<file path="src/rtl/vga_timing_gen.sv">
// Parametrised VGA timing generator with character-cell coordinates
// and sync/colour realignment to the pixel fetch latency.
module vga_timing_gen #(
    parameter int unsigned H_ACTIVE = 640,
    parameter int unsigned H_FP     = 16,
    parameter int unsigned H_SYNC   = 96,
    parameter int unsigned H_BP     = 48,
    parameter int unsigned V_ACTIVE = 480,
    parameter int unsigned V_FP     = 10,
    parameter int unsigned V_SYNC   = 2,
    parameter int unsigned V_BP     = 33,
    parameter bit          HS_POL   = 1'b0,
    parameter bit          VS_POL   = 1'b0,
    parameter int unsigned CELL_W   = 8,
    parameter int unsigned CELL_H   = 16,
    parameter int unsigned DATA_LAT = 1,
    parameter int unsigned ADDR_W   = 10,
    parameter int unsigned CW       = 8
) (
    input  logic              pclk,
    input  logic              resetn,
    input  logic              pix_en,
    input  logic [3*CW-1:0]   vga_data,
    output logic [ADDR_W-1:0] h_addr,
    output logic [ADDR_W-1:0] v_addr,
    output logic [ADDR_W-1:0] char_col,
    output logic [ADDR_W-1:0] char_row,
    output logic [3:0]        cell_x,
    output logic [3:0]        cell_y,
    output logic              addr_valid,
    output logic              line_start,
    output logic              frame_start,
    output logic              hsync,
    output logic              vsync,
    output logic              valid,
    output logic [CW-1:0]     vga_r,
    output logic [CW-1:0]     vga_g,
    output logic [CW-1:0]     vga_b
);

    localparam int unsigned H_TOTAL = H_ACTIVE + H_FP + H_SYNC + H_BP;
    localparam int unsigned V_TOTAL = V_ACTIVE + V_FP + V_SYNC + V_BP;
    localparam int unsigned HCW     = $clog2(H_TOTAL);
    localparam int unsigned VCW     = $clog2(V_TOTAL);
    localparam int unsigned DL      = (DATA_LAT > 0) ? DATA_LAT : 1;
    localparam logic [2:0]  IDLE    = {~HS_POL, ~VS_POL, 1'b0};

    logic [HCW-1:0]    h_cnt;
    logic [VCW-1:0]    v_cnt;
    logic [3:0]        cx, cy;
    logic [ADDR_W-1:0] col, row;
    logic              h_act, v_act, h_wrap, v_wrap;
    logic              hs_raw, vs_raw;
    logic [2:0]        raw_flags, del_flags;
    logic [2:0]        dly [DL];

    assign h_act  = h_cnt < HCW'(H_ACTIVE);
    assign v_act  = v_cnt < VCW'(V_ACTIVE);
    assign h_wrap = h_cnt == HCW'(H_TOTAL - 1);
    assign v_wrap = v_cnt == VCW'(V_TOTAL - 1);

    assign hs_raw = (h_cnt >= HCW'(H_ACTIVE + H_FP) &&
                     h_cnt <  HCW'(H_ACTIVE + H_FP + H_SYNC)) ? HS_POL : ~HS_POL;
    assign vs_raw = (v_cnt >= VCW'(V_ACTIVE + V_FP) &&
                     v_cnt <  VCW'(V_ACTIVE + V_FP + V_SYNC)) ? VS_POL : ~VS_POL;

    assign addr_valid  = h_act && v_act;
    assign h_addr      = addr_valid ? ADDR_W'(h_cnt) : '0;
    assign v_addr      = addr_valid ? ADDR_W'(v_cnt) : '0;
    assign char_col    = addr_valid ? col : '0;
    assign char_row    = addr_valid ? row : '0;
    assign cell_x      = addr_valid ? cx : '0;
    assign cell_y      = addr_valid ? cy : '0;
    assign line_start  = resetn && pix_en && (h_cnt == '0);
    assign frame_start = line_start && (v_cnt == '0);

    always_ff @(posedge pclk or negedge resetn) begin
        if (!resetn) begin
            h_cnt <= '0;
            v_cnt <= '0;
        end else if (pix_en) begin
            if (h_wrap) begin
                h_cnt <= '0;
                v_cnt <= v_wrap ? '0 : v_cnt + 1'b1;
            end else begin
                h_cnt <= h_cnt + 1'b1;
            end
        end
    end

    // Cell counters track the next state so they line up with h_cnt/v_cnt.
    always_ff @(posedge pclk or negedge resetn) begin
        if (!resetn) begin
            cx  <= '0;
            col <= '0;
            cy  <= '0;
            row <= '0;
        end else if (pix_en) begin
            if (h_cnt < HCW'(H_ACTIVE - 1)) begin
                if (cx == 4'(CELL_W - 1)) begin
                    cx  <= '0;
                    col <= col + 1'b1;
                end else begin
                    cx <= cx + 1'b1;
                end
            end else begin
                cx  <= '0;
                col <= '0;
            end
            if (h_wrap) begin
                if (v_cnt < VCW'(V_ACTIVE - 1)) begin
                    if (cy == 4'(CELL_H - 1)) begin
                        cy  <= '0;
                        row <= row + 1'b1;
                    end else begin
                        cy <= cy + 1'b1;
                    end
                end else begin
                    cy  <= '0;
                    row <= '0;
                end
            end
        end
    end

    assign raw_flags = {hs_raw, vs_raw, addr_valid};

    always_ff @(posedge pclk or negedge resetn) begin
        if (!resetn) begin
            for (int i = 0; i < DL; i++) dly[i] <= IDLE;
        end else if (pix_en) begin
            dly[0] <= raw_flags;
            for (int i = 1; i < DL; i++) dly[i] <= dly[i-1];
        end
    end

    assign del_flags = (DATA_LAT == 0) ? raw_flags : dly[DL-1];

    always_ff @(posedge pclk or negedge resetn) begin
        if (!resetn) begin
            hsync <= ~HS_POL;
            vsync <= ~VS_POL;
            valid <= 1'b0;
            vga_r <= '0;
            vga_g <= '0;
            vga_b <= '0;
        end else if (pix_en) begin
            hsync <= del_flags[2];
            vsync <= del_flags[1];
            valid <= del_flags[0];
            vga_r <= del_flags[0] ? vga_data[3*CW-1:2*CW] : '0;
            vga_g <= del_flags[0] ? vga_data[2*CW-1:CW]   : '0;
            vga_b <= del_flags[0] ? vga_data[CW-1:0]      : '0;
        end
    end

endmodule

</file>
<file path="config.mk">
export PLATFORM = sky130hd
export DESIGN_NAME = vga_timing_gen
export DESIGN_NICKNAME = d
export VERILOG_FILES = /design/src/rtl/vga_timing_gen.sv
export SDC_FILE = /design/constraint.sdc
export NUM_CORES = 1
export LEC_CHECK = 0
export ABC_AREA = 1
export CORE_MARGIN = 2
export CORE_UTILIZATION = 54
export CTS_CLUSTER_DIAMETER = 40
export DETAILED_ROUTE_END_ITERATION = 10
export PLACE_DENSITY = 0.95
export SKIP_CTS_REPAIR_TIMING = 1
export SYNTH_ARGS = -nofsm -noshare
export SYNTH_HDL_FRONTEND = slang
export SYNTH_SLANG_ARGS = --single-unit
</file>
<file path="constraint.sdc">
create_clock -name pclk -period 3.3 [get_ports pclk]
set_clock_uncertainty 0.1 [all_clocks]
set_input_delay 0.99 -clock pclk [delete_from_list [all_inputs] [get_ports pclk]]
set_output_delay 0.99 -clock pclk [all_outputs]
set_load 0.05 [all_outputs]
</file>
==> run summary <==
Sorting the synthesized cells by area gives the leading types as sky130_fd_sc_hd__dfrtp_1 (43%), sky130_fd_sc_hd__nand2_1 (15%), sky130_fd_sc_hd__nor2_1 (7.4%). The number of buffers on the longest clock path is 2. The tools report the kind of start point of the critical path as an input port. The cell leakage power was 2.997 nW. The run gives 79 as the pin count of the biggest net entering global routing.

After clock tree synthesis, the clock-pin slew on the worst setup and hold paths is 0.08 ns. Register share of total power: 28.1%. After detailed routing, the number of vias per cell comes to 5.522. 0 antenna diodes ended up in the layout. Setup repair after global routing left no endpoint under its margin. The die covers 0.008788 mm². In the final routed layout, each cell accounts on average for 15.13 µm.

The layout overhead on the synthesized area was 42.17%. For the global router's overall resource usage, the log shows 29.11%. The shortest clock period the worst path allows after layout was 3.124 ns; the number of nets in the layout was 729.

Data on the critical path arrives at its endpoint at 2.03 ns. The synthesized netlist contains 33 unique library cells. The run gives 0 as the DRC violation count after routing. In the post-synthesis netlist, the cell with the most instances is sky130_fd_sc_hd__nand2_1. For the final count of pins violating max slew, the log shows 0. The most used flip-flop cell after synthesis is sky130_fd_sc_hd__dfrtp_1. Clock latency on the worst-skew pair, taken at its later pin, is 0.35 ns. In this run the remaining antenna-violating nets after routing total 0. Dividing total power by cell area gives a power density of 741.3 mW/mm². The core region is 0.007767 mm². The number of cell rows was 32. The class of the most critical setup path was input port to output pin.

The DRC marker count from the first detailed-route iteration was 395; the total power of the final layout was 0.004583 W. The max capacitance violation total came out at 0. After routing, the total negative slack on setup checks comes to 0 ns. The count of buffers added on input and output ports is 103.

The run finished with clean final reports. The first global-routing pass estimated 20260 µm of wire. The clock power share was 19.1%; the count of pins on the block boundary was 105. Synthesis produced a netlist whose cell count is 596. The number of global-route vias before repair was 4383; the aggregate routed wire length was 12120 µm. Setup violations remaining at the end of the flow were counted as 0. Ranked by instance count, the synthesized netlist is headed by sky130_fd_sc_hd__nand2_1 (178), sky130_fd_sc_hd__nor2_1 (86), sky130_fd_sc_hd__dfrtp_1 (74), sky130_fd_sc_hd__inv_1 (65), sky130_fd_sc_hd__nand3_1 (62). The congestion estimate from routability-driven global placement came to 0.9126. The highest net fanout along the worst path is 2. For this design, the sink count on the clock tree is 78. The share of the synthesized area in the top cell type was 42.58%. For this run, the top clock speed supported by timing is 320.1 MHz.

Initial core utilization: 55.99%. The cell sitting at the root of the clock tree is a sky130_fd_sc_hd__clkbuf_8. The vias after detailed routing is 4423, and the fraction of final layout cells sized beyond drive strength 1 is 13.45%. The tools report the layout filler cell count as 497.

Final cycle utilization of the critical path: 94.66%. The number of CTS-inserted buffers is 9, and the proportion of power drawn by combinational gates is 52.8%. The mean instance size in the synthesized netlist is 7.297 µm², and the vertical die dimension is 93.75 µm. The pre-antenna-repair detailed-routing pass consisted of 5 iterations. The post-synthesis register bit count was 78. The number of antenna violations at the first check in global routing is 0.

The internal power of the cells totals 0.002549 W. The kind of end point of the critical path was an output pin. The peak supply drop was 0.7314 mV. For the synthesized netlist net count, the log shows 631. The part of the Yosys area used for sequential elements was 44.99%. The analysis attributes to net switching a power of 0.002035 W. In this run the tightest slew margin relative to its limit is 36.01%. After global routing the overflow that remains totals 0. Cell type with the largest total area after synthesis: sky130_fd_sc_hd__dfrtp_1.

The half-perimeter wire length of the detailed placement result was 8641 µm; the count of final hold-check violations was 0. The width of the die was 93.75 µm; the data required time of the critical path was 2.21 ns. In this run the worst hold path is classified as register to register. The warning count from the yosys run was 0.

In this run, synthesis inferred 0 flip-flops with an integrated enable. TritonCTS built the clock tree. CTS built an H-tree with a depth of 3. In the synthesized netlist the async set-or-reset flop fraction comes to 100.0%. Slew at the pin closest to its max-slew limit: 0.9598 ns. Of the total power, the share spent switching nets is 44.39%. For the post-synthesis instance area, the log shows 0.004349 mm².
[cells by family after synthesis]
group,Yosys count,synth area share (%)
other cells,1,0.08622
fa+ha+maj,8,2.302
compound gates,41,4.804
buf+inv,90,8.860
simple gates,361,35.53
xor+xnor,17,3.423
flops,78,44.99
[final timing paths]
| check | start | to | slack, ns | cells past startpoint |
|---|---|---|---|---|
| worst max-delay path | pix_en | frame_start | 0.18 | 5 |
| worst min-delay path | del_flags[1] | vsync | 0.36 | 2 |
| worst max register to register | h_cnt[0] | col[4] | 1.30 | 9 |
| worst min register to register | del_flags[1] | vsync | 0.36 | 2 |
| max in group asynchronous | resetn | vga_r[0] | 1.69 | 2 |
| min in group asynchronous | resetn | col[0] | 0.77 | 2 |
[cell usage in the layout (no fill, tap or decap)]
cell type | Yosys | final
sky130_fd_sc_hd__nand3_2 | 1 | 1
sky130_fd_sc_hd__nor3_1 | 8 | 7
sky130_fd_sc_hd__inv_1 | 65 | 65
sky130_fd_sc_hd__o21ai_0 | 28 | 28
sky130_fd_sc_hd__a22oi_1 | 1 | 1
sky130_fd_sc_hd__clkinv_4 | 1 | 2
sky130_fd_sc_hd__nand2_4 | 1 | 2
sky130_fd_sc_hd__buf_2 | 7 | 1
sky130_fd_sc_hd__clkdlybuf4s50_1 | 0 | 51
sky130_fd_sc_hd__nand2_1 | 178 | 178
sky130_fd_sc_hd__ha_1 | 8 | 8
sky130_fd_sc_hd__xor2_1 | 17 | 17
sky130_fd_sc_hd__nand3_1 | 62 | 62
sky130_fd_sc_hd__nand4_1 | 12 | 12
sky130_fd_sc_hd__nor2_1 | 86 | 86
sky130_fd_sc_hd__nand3b_1 | 1 | 1
sky130_fd_sc_hd__nor3_2 | 1 | 2
sky130_fd_sc_hd__o21ai_1 | 4 | 4
sky130_fd_sc_hd__buf_4 | 3 | 4
sky130_fd_sc_hd__bufinv_16 | 0 | 3
sky130_fd_sc_hd__nor2_2 | 4 | 4
sky130_fd_sc_hd__nor4_1 | 1 | 1
sky130_fd_sc_hd__a21oi_1 | 7 | 7
sky130_fd_sc_hd__clkinvlp_4 | 0 | 1
sky130_fd_sc_hd__conb_1 | 1 | 1
sky130_fd_sc_hd__nand3_4 | 1 | 1
sky130_fd_sc_hd__inv_2 | 4 | 4
sky130_fd_sc_hd__nand2_2 | 2 | 1
sky130_fd_sc_hd__clkbuf_8 | 0 | 10
sky130_fd_sc_hd__clkbuf_1 | 6 | 1
sky130_fd_sc_hd__a31oi_1 | 1 | 1
sky130_fd_sc_hd__nor2_4 | 2 | 2
sky130_fd_sc_hd__buf_12 | 0 | 51
sky130_fd_sc_hd__dfrtp_1 | 74 | 74
sky130_fd_sc_hd__dfstp_2 | 4 | 4
sky130_fd_sc_hd__or2_2 | 1 | 1
[registers in the layout, summed over array words and instances, names as in the netlist, 8 cells and up]
| register | count |
|---|---|
| col | 10 |
| h_cnt | 10 |
| row | 10 |
| v_cnt | 10 |
| vga_b | 8 |
| vga_g | 8 |
| vga_r | 8 |
[power by group through the flow]
stage / sequential [W] / combinational [W] / clock [W]
2_1_floorplan: 0.00151 / 0.00112 / 0
3_3_place_gp: 0.00128 / 0.00235 / 0
3_5_place_dp: 0.00130 / 0.00241 / 0
4_1_cts: 0.00128 / 0.00242 / 0.000879
5_1_grt: 0.00131 / 0.00254 / 0.000919
6_report: 0.00129 / 0.00242 / 0.000875
[routing by layer]
metal  global-route usage (%)  routed length [µm]  vias up
li1                         -                   -     2059
met1                    35.68                4543     2064
met2                    51.79                6239      265
met3                    4.735                1051       35
met4                    10.27                 283        0
met5                        0                   0        -
[metrics by stage]
stage | instance area (µm²) | std cells | setup slack (ns) | hold slack [ns] | utilization [%]
floorplan | 4354 | 596 | 0.01751 | 0.3473 | -
global placement | 5931 | 785 | 0.1303 | 0.3541 | 76.35
detailed placement | 5931 | 785 | 0.1170 | 0.3573 | 76.35
CTS | 6178 | 801 | 0.09001 | 0.3648 | 79.54
global route | 6183 | 801 | 0.07073 | 0.3850 | 79.61
finish | 6183 | 801 | 0.1763 | 0.3630 | 79.61
[critical path: stages]
cell and delay, ns:
sky130_fd_sc_hd__buf_2 0.10, sky130_fd_sc_hd__nand4_1 0.17, sky130_fd_sc_hd__or2_2 0.36, sky130_fd_sc_hd__nor3_2 0.24
sky130_fd_sc_hd__buf_12 0.17
[layout make-up]
| type | count | area (µm²) | share of cell area [%] |
|---|---|---|---|
| Multi-Input combinational cell | 428 | 2017 | 32.62 |
| Sequential cell | 78 | 1957 | 31.65 |
| Timing Repair Buffer | 107 | 1567 | 25.33 |
| Inverter | 70 | 267.8 | 4.330 |
| Clock buffer | 11 | 141.4 | 2.287 |
| Tap cell | 102 | 127.6 | 2.064 |
| Clock inverter | 5 | 106.4 | 1.720 |
Power figures use the tool's default switching activity.
